--- config.mk ---
export PLATFORM = sky130hd
export DESIGN_NAME = handshake_dispatcher
export DESIGN_NICKNAME = d
export VERILOG_FILES = /design/src/rtl/async_pkg.sv /design/src/rtl/handshake_dispatcher_sync.sv /design/src/rtl/handshake_dispatcher.sv
export SDC_FILE = /design/constraint.sdc
export NUM_CORES = 1
export LEC_CHECK = 0
export ABC_AREA = 1
export ABC_CLOCK_PERIOD_IN_PS = 1700
export BUFFER_PORTS_ARGS = -buffer_cell sky130_fd_sc_hd__buf_2
export CORE_UTILIZATION = 51
export CTS_BUF_LIST = sky130_fd_sc_hd__clkbuf_8
export CTS_CLUSTER_DIAMETER = 80
export DETAILED_ROUTE_END_ITERATION = 10
export PLACE_DENSITY = 0.85
export SETUP_SLACK_MARGIN = 0.05
export SLEW_MARGIN = 20
export SYNTH_ARGS = -nofsm -noshare
export SYNTH_HDL_FRONTEND = slang
export SYNTH_SLANG_ARGS = --single-unit
export TNS_END_PERCENT = 30
--- constraint.sdc ---
create_clock -name clk -period 1.7 [get_ports clk]
set_input_delay 0 -clock clk [delete_from_list [all_inputs] [get_ports clk]]
set_output_delay 0 -clock clk [all_outputs]
set_load 0.01 [all_outputs]
--- src/rtl/async_pkg.sv ---
// -----------------------------------------------------------------------------
// async_pkg
// Types and helpers used by the four-phase handshake dispatcher.
//   dispatch_state_t : dispatcher FSM state encoding
//   sel_width(n)     : address width needed to index n channels
// -----------------------------------------------------------------------------
package async_pkg;

    typedef enum logic [2:0] {
        IDLE,
        REQ,
        HOLD,
        RELEASE,
        DROP
    } dispatch_state_t;

    function automatic int unsigned sel_width(input int unsigned n);
        return $clog2(n);
    endfunction

endpackage

--- src/rtl/handshake_dispatcher_sync.sv ---
// -----------------------------------------------------------------------------
// sync_ff
// Single-bit multi-flop synchronizer, all flops clear to 0 on reset.
// Ports:
//   clk  : destination clock
//   rst  : asynchronous active-high reset
//   i_d  : asynchronous input
//   o_q  : synchronized output (stages clk edges of latency)
// -----------------------------------------------------------------------------
module sync_ff #(
    parameter int unsigned stages = 2
) (
    input  logic clk,
    input  logic rst,
    input  logic i_d,
    output logic o_q
);

    logic [stages-1:0] r_sync;

    always_ff @(posedge clk or posedge rst) begin
        if (rst) begin
            r_sync <= '0;
        end else begin
            r_sync[0] <= i_d;
            for (int i = 1; i < int'(stages); i++) begin
                r_sync[i] <= r_sync[i-1];
            end
        end
    end

    assign o_q = r_sync[stages-1];

endmodule

--- src/rtl/handshake_dispatcher.sv ---
// -----------------------------------------------------------------------------
// handshake_dispatcher
// Routes one four-phase req/ack channel (address + payload) to exactly one of
// output_size four-phase output channels. Handshake inputs are synchronized
// into clk; every output is decoded from registered state only.
// Ports:
//   clk, rst  : clock, asynchronous active-high reset
//   req_in    : upstream request
//   ack_in    : upstream acknowledge
//   sel_in    : destination index, stable while req_in is high
//   data_in   : payload, stable while req_in is high
//   req_out   : per-channel downstream requests (one-hot or zero)
//   ack_out   : per-channel downstream acknowledges
//   data_out  : payload latched on IDLE exit, shared by all channels
//   busy      : FSM not in IDLE
//   err       : absorbing a request with an out-of-range sel_in
// -----------------------------------------------------------------------------
module handshake_dispatcher
    import async_pkg::*;
#(
    parameter int unsigned output_size = 8,
    parameter int unsigned data_bits   = 8,
    parameter int unsigned sel_bits    = sel_width(output_size),
    parameter int unsigned sync_stages = 2
) (
    input  logic                   clk,
    input  logic                   rst,
    input  logic                   req_in,
    output logic                   ack_in,
    input  logic [sel_bits-1:0]    sel_in,
    input  logic [data_bits-1:0]   data_in,
    output logic [output_size-1:0] req_out,
    input  logic [output_size-1:0] ack_out,
    output logic [data_bits-1:0]   data_out,
    output logic                   busy,
    output logic                   err
);

    // One extra bit so the channel count itself is representable.
    localparam logic [sel_bits:0] NumCh = (sel_bits + 1)'(output_size);

    dispatch_state_t        r_state;
    dispatch_state_t        w_state_next;
    logic [sel_bits-1:0]    r_sel;
    logic [data_bits-1:0]   r_data;

    logic                   w_req_s;
    logic [output_size-1:0] w_ack_s;
    logic [output_size-1:0] w_sel_onehot;
    logic                   w_ack_sel;
    logic                   w_sel_valid;
    logic                   w_accept;

    // ------------------------------------------------------------------
    // Synchronizers
    // ------------------------------------------------------------------
    sync_ff #(
        .stages (sync_stages)
    ) u_sync_req (
        .clk (clk),
        .rst (rst),
        .i_d (req_in),
        .o_q (w_req_s)
    );

    for (genvar g = 0; g < int'(output_size); g++) begin : g_ack_sync
        sync_ff #(
            .stages (sync_stages)
        ) u_sync_ack (
            .clk (clk),
            .rst (rst),
            .i_d (ack_out[g]),
            .o_q (w_ack_s[g])
        );
    end

    // ------------------------------------------------------------------
    // Channel decode from the latched address. Out-of-range addresses
    // decode to all zeros, so they can never raise a req_out bit.
    // ------------------------------------------------------------------
    always_comb begin
        w_sel_onehot = '0;
        for (int i = 0; i < int'(output_size); i++) begin
            w_sel_onehot[i] = (r_sel == sel_bits'(i));
        end
    end

    // Only the selected channel's acknowledge is ever observed.
    assign w_ack_sel   = |(w_ack_s & w_sel_onehot);
    assign w_sel_valid = ({1'b0, sel_in} < NumCh);
    assign w_accept    = (r_state == IDLE) && w_req_s;

    // ------------------------------------------------------------------
    // FSM: state register
    // ------------------------------------------------------------------
    always_ff @(posedge clk or posedge rst) begin
        if (rst) begin
            r_state <= IDLE;
        end else begin
            r_state <= w_state_next;
        end
    end

    // ------------------------------------------------------------------
    // FSM: next state
    // ------------------------------------------------------------------
    always_comb begin
        w_state_next = r_state;
        unique case (r_state)
            IDLE: begin
                if (w_req_s) begin
                    w_state_next = w_sel_valid ? REQ : DROP;
                end
            end
            REQ: begin
                if (w_ack_sel) begin
                    w_state_next = HOLD;
                end
            end
            HOLD: begin
                if (!w_req_s) begin
                    w_state_next = RELEASE;
                end
            end
            RELEASE: begin
                if (!w_ack_sel) begin
                    w_state_next = IDLE;
                end
            end
            DROP: begin
                if (!w_req_s) begin
                    w_state_next = IDLE;
                end
            end
            default: w_state_next = IDLE;
        endcase
    end

    // ------------------------------------------------------------------
    // FSM: outputs (decoded from registered state and address only)
    // ------------------------------------------------------------------
    always_comb begin
        req_out = '0;
        ack_in  = 1'b0;
        err     = 1'b0;
        busy    = (r_state != IDLE);
        unique case (r_state)
            IDLE: begin
            end
            REQ: begin
                req_out = w_sel_onehot;
            end
            HOLD: begin
                req_out = w_sel_onehot;
                ack_in  = 1'b1;
            end
            RELEASE: begin
                ack_in = 1'b1;
            end
            DROP: begin
                ack_in = 1'b1;
                err    = 1'b1;
            end
            default: begin
            end
        endcase
    end

    // ------------------------------------------------------------------
    // Address / payload capture. sel_in and data_in are taken raw: the
    // four-phase contract keeps them stable once req_s has been seen.
    // ------------------------------------------------------------------
    always_ff @(posedge clk or posedge rst) begin
        if (rst) begin
            r_sel  <= '0;
            r_data <= '0;
        end else if (w_accept) begin
            r_sel  <= sel_in;
            r_data <= data_in;
        end
    end

    assign data_out = r_data;

endmodule
Word-level counts from Yosys, hierarchy flattened:

Cells that the tools add are included.
W data, S select, Z words.

* logic and storage cells: 46
* input bits: 22
* output and inout port bits: 19
* register bits: 32

* bitwise logic cells: 1
* reduce and logical (&&, ||, !) cells: 8
* equality and inequality tests: 16
* muxes and demuxes: 9

Operators by type and width (count)
* $eq A3 B3 Y1 const B: 5
* $mux W3: 5
* $pmux W3 S5: 1
* $eq A3 B2 Y1 const B: 4
* $and A8 B8 Y8: 1
* $mux W8: 1
* $ne A2 B2 Y1 const B: 4
* $reduce_or A8 Y1: 1
* $eq A3 B1 Y1 const B: 2
* $logic_not A3 Y1: 2
* $reduce_and A5 Y1: 1
* $reduce_bool A3 Y1: 1
* $reduce_or A3 Y1: 1
* $mux W1: 2
* $ne A2 B1 Y1 const B: 1
* $reduce_or A2 Y1: 1
* $logic_and A1 B1 Y1: 1

Depth between registers and ports, before layout:

* depth after elaboration: 5
* mapped depth: 10
* depth with buffers taken out: 9

Modules after synthesis:

Synthesis repeated with hierarchy kept, for this count alone.

* cell total of the unflattened synthesis: 118
* area total of the unflattened synthesis: 1335.0 um^2

Modules (own cells, without submodules)
* handshake_dispatcher: seq. area each 325.3 um^2, cells each 91, times used 1, area each 850.8 um^2
* sync_ff: seq. area each 50.0 um^2, cells each 3, times used 9, area each 53.8 um^2

Worst setup path before layout:

OpenSTA, ideal clock, no wires.

* path kind: reg2reg
* start point: reg r_state[0]
* end point: reg r_data[0], in the netlist data_out[0]
* data required time: 1572 ps
* stages on the path, launching flop included: 6
* period minus slack after synthesis: 1462 ps
* buffers on the path: 1
* arrival time: 1334 ps
* setup time: 128 ps
* setup slack: 238 ps
* cells stage by stage: dfrtp_1 > inv_1 > ha_1 > nand2_1 > buf_2 > mux2_1

* word-level cells in the longest chain between the ends: 2

RTL lines
* start, declared: RTL line handshake_dispatcher.sv:42 `dispatch_state_t r_state;`
* start signal, assigned: RTL line handshake_dispatcher.sv:100 `r_state <= w_state_next;`
* $logic_not A3 Y1: RTL line handshake_dispatcher.sv:91 `assign w_accept = (r_state == IDLE) && w_req_s;`
* $logic_and A1 B1 Y1: RTL line handshake_dispatcher.sv:91
* end signal, assigned: RTL line handshake_dispatcher.sv:179 `r_data <= data_in;`
* end, declared: RTL line handshake_dispatcher.sv:45 `logic [data_bits-1:0] r_data;`

No other way between the ends.
A chain may end at the register's enable or synchronous reset.

Final worst setup path:

* start point: reg r_state[0]
* end point: out req_out[0]

* word-level cells in the longest chain between the ends: 3
* elaborated cells on any way between the ends: 4
* classes of those cells: eq/ne (2); mux (1); reduce/logical (1)

RTL lines
* $eq A3 B2 Y1 / $eq A3 B1 Y1 (equally long branches): RTL line handshake_dispatcher.sv:147 `unique case (r_state)`
* $reduce_or A2 Y1 (no line) *
* $mux W8 *: RTL line handshake_dispatcher.sv:147
* end, declared: RTL line handshake_dispatcher.sv:32 `output logic [output_size-1:0] req_out,`

Mark *: on every way between the ends. The rest lies on a longest branch, timed or not.

==> qor.tcl <==
set qor(reg2reg_slack_ns) 0.19
set qor(area.growth.synth_to_final_pct) 42.5
set qor(yosys_warning_count) 0
set qor(synth_async_sr_flop_share_pct) 100
set qor(synth_area_um2) 1260
set qor(floorplan.initialDensity_pct) 55.2
set qor(numCtsBuffers) 5
set qor(arrival_time_of_the_worst_setup_path_ns) 1.55
set qor(antenna_found_initial) 0
set qor(synth.ff_latch_count) 31
set qor(design.final.nets) 196
set qor(routedWlPerCell_um) 14.7
set qor(setup-violations-final) 0
set qor(globalRoute.totalOverflow) 0
set qor(period_needed_ns) 1.55
set qor(finalCritPeriodShare_pct) 91.4
set qor(die-area_um2) 2670
set qor(synth.most_common_cell) {sky130_fd_sc_hd__dfrtp_1}
set qor(mappedNetlistNets) 130
set qor(yosys_most_used_dff) {sky130_fd_sc_hd__dfrtp_1}
set qor(maxSlewViolCount) 0
set qor(synth_top_cell_by_area) {sky130_fd_sc_hd__dfrtp_1}
set qor(rr_worst_depth) 9
set qor(timing.critical_path.to) {req_out[0]}
set qor(grt_start_max_net_pins) 32
set qor(die_h_um) 51.6
set qor(post_synth_inst_count) 103
set qor(postRouteWirelength_um) 2900
set qor(yosysSeqAreaShare_pct) 61.8
set qor(postRouteAntennaNets) 0
set qor(crit_path_end_kind) {output port}
set qor(placement_rows) 17
set qor(tns_ns) 0
set qor(grt_pass1_wl_um) 4610
set qor(synth_enable_flop_cells) 0
set qor(firstDrtPassIters) 4
set qor(finalHoldViolCount) 0
set qor(post_drt_via_cell_ratio) 5.23
set qor(cts.root.buffer_cell) {sky130_fd_sc_hd__clkbuf_8}
set qor(synth.avg_cell_area_um2) 12.2
set qor(insertion_delay_ns) 0.27
set qor(max_freq_mhz) 644
set qor(cts_buffer_depth) 2
set qor(setup.worst_path.start) {r_state[0]}
set qor(final_layout_size_suffix_gt1_share_pct) 40.8
set qor(maxcap_violations) 0
set qor(min-delay-path-class) {in -> reg}
set qor(required_ns) 1.70
set qor(place.port_buffers) 39
set qor(clock_sink_count) 31
set qor(type_of_the_setup_path_with_the_least_slack) {reg -> out}
set qor(drt_first_iter_violations) 21
set qor(via_count) 1030
set qor(synth_top_cells_by_count) {sky130_fd_sc_hd__dfrtp_1, sky130_fd_sc_hd__nand2_1, sky130_fd_sc_hd__nand4_1, sky130_fd_sc_hd__nor4_1, sky130_fd_sc_hd__inv_1}
set qor(worst_r2r_endpoint) {r_state[0]}
set qor(cts_max_level) 2
set qor(remaining_drcs) 0
set qor(gp_weighted_congestion) 0.748
set qor(r2r-start) {r_sel[2]}
set qor(critPathMaxFanout) 8
set qor(track_usage_pct) 25.0
set qor(io-pin-count) 41
set qor(first_global_vias) 1031
set qor(core_area_um2) 2280
set qor(irDropWorstVdd_mv) 1.17
set qor(clk_pin_slew_worst_paths_ns) 0.06
set qor(yosysUniqueCellTypes) 22
set qor(power_per_cell_area_nw_per_um2) 1610
set qor(num_antenna_cells) 0
set qor(final_non_filler_cells) 197
set qor(post-dp-hpwl_um) 1810
set qor(dpl.cell_count) 168
set qor(synth_top_area_share_pct) 61.8
set qor(fin_worst_skew_ns) 0.00392
set qor(rsz0062_at_grt) {no}
set qor(critical_path.startpoint_type) {register}
set qor(die-width_um) 51.6
set qor(synth.top_cells.by_area) {sky130_fd_sc_hd__dfrtp_1, sky130_fd_sc_hd__ha_1, sky130_fd_sc_hd__nand4_1}
set qor(run_status) {complete, no violations}
set qor(leakage_nw) 0.892
set qor(tritoncts_clock_tree) {built}
## cells by family (layout without fill, tap and decap cells)
kind of cell	after synthesis	after routing	share of synthesized area (%)
other	1	1	0.299
multiplexers	8	8	7.17
AO/OA/AOI/OAI	5	5	1.99
adder cells (fa/ha/maj)	5	5	4.98
buffers and inverters	14	80	7.17
flip-flops	31	31	61.8
AND/OR/NAND/NOR	39	39	16.6
## worst min-delay path by stage
stage          depth (start not counted)                                 end       start
6_report                               3                            r_sel[2]   sel_in[2]
5_1_grt                                3                            r_sel[2]   sel_in[2]
4_1_cts                                3                            r_sel[2]   sel_in[2]
3_5_place_dp                           3  g_ack_sync[2].u_sync_ack.r_sync[0]         rst
3_3_place_gp                           3  g_ack_sync[2].u_sync_ack.r_sync[0]         rst
2_1_floorplan                          0  g_ack_sync[0].u_sync_ack.r_sync[0]  ack_out[0]
## per-stage QoR
step | power, mW | setup slack (ns) | util [%] | hold WS [ns] | cell area, um^2
4_1_cts | 2.77 | 0.0378 | 77.2 | 0.0370 | 1760
2_1_floorplan | 1.86 | 0.238 | - | 0.0314 | 1260
6_report | 2.88 | 0.147 | 78.7 | 0.0261 | 1790
3_3_place_gp | 2.08 | 0.336 | 64.3 | 0.0780 | 1460
3_5_place_dp | 2.17 | 0.254 | 64.3 | 0.0889 | 1460
5_1_grt | 3.07 | 0.0634 | 78.7 | 0.0482 | 1790
## cells in the final DEF (no fill, tap or decap)
cell	instances
sky130_fd_sc_hd__nand3_1	3
sky130_fd_sc_hd__inv_2	1
sky130_fd_sc_hd__nand4_1	8
sky130_fd_sc_hd__dlygate4sd3_1	20
sky130_fd_sc_hd__dfrtp_1	31
sky130_fd_sc_hd__a21oi_1	4
sky130_fd_sc_hd__nor4_2	4
sky130_fd_sc_hd__buf_2	39
sky130_fd_sc_hd__nand2_2	1
sky130_fd_sc_hd__buf_4	5
sky130_fd_sc_hd__nand3_2	1
sky130_fd_sc_hd__nor2_2	3
sky130_fd_sc_hd__clkbuf_8	6
sky130_fd_sc_hd__nor2_1	3
sky130_fd_sc_hd__inv_1	5
sky130_fd_sc_hd__mux2_1	4
sky130_fd_sc_hd__inv_4	2
sky130_fd_sc_hd__mux2_2	4
sky130_fd_sc_hd__or2_2	1
sky130_fd_sc_hd__clkinv_2	1
sky130_fd_sc_hd__conb_1	1
sky130_fd_sc_hd__nand2_1	11
sky130_fd_sc_hd__nor4_1	4
sky130_fd_sc_hd__o21ai_0	1
sky130_fd_sc_hd__ha_1	5
sky130_fd_sc_hd__inv_6	1
## final cells by class
class | instances | area [um^2]
sequential | 31 | 776
fill | 133 | 485
timing repair buffer | 64 | 433
multi-input combinational | 58 | 415
clock buffer | 6 | 82.6
inverter | 9 | 43.8
tap | 28 | 35.0
clock inverter | 1 | 5.00
## worst max-delay path, cell delays in order (launching register included)
cell and delay [ns]:
sky130_fd_sc_hd__dfrtp_1 0.38, sky130_fd_sc_hd__inv_1 0.07, sky130_fd_sc_hd__ha_1 0.32, sky130_fd_sc_hd__inv_2 0.09, sky130_fd_sc_hd__nor4_1 0.24, sky130_fd_sc_hd__buf_2 0.18
## layer usage
| layer | global-route usage [%] | vias to the layer above | share of wire (%) |
|---|---|---|---|
| li1 | - | 477 | - |
| met1 | 27.5 | 507 | 35 |
| met2 | 47.0 | 44 | 59 |
| met3 | 4.68 | 2 | 4.9 |
| met4 | 9.46 | 0 | 0.65 |
| met5 | 0 | - | 0 |
## flip-flops by register name (all words and copies together) (netlist names)
| register | cells |
|---|---|
| g_ack_sync.u_sync_ack.r_sync | 16 |
| data_out | 8 |
| r_sel | 3 |
| r_state | 2 |
| u_sync_req.r_sync | 2 |
## report_power, final
group	internal [mW]	leakage, nW	total (mW)	switching [mW]
Clock	0.317	0.0470	0.556	0.240
Combinational	0.515	0.485	1.19	0.675
Sequential	0.917	0.360	1.13	0.217
Total	1.75	0.892	2.88	1.13
## timing repair
| action | 4_1_cts | 5_1_grt |
|---|---|---|
| hold endpoints to repair | 50 | 0 |
| gates resized for setup | 1 | 4 |
| hold buffers | 20 | 0 |
| setup buffers | 0 | 2 |
| setup endpoints to repair | 2 | 8 |
No activity file was read; power rests on OpenSTA's default activity.
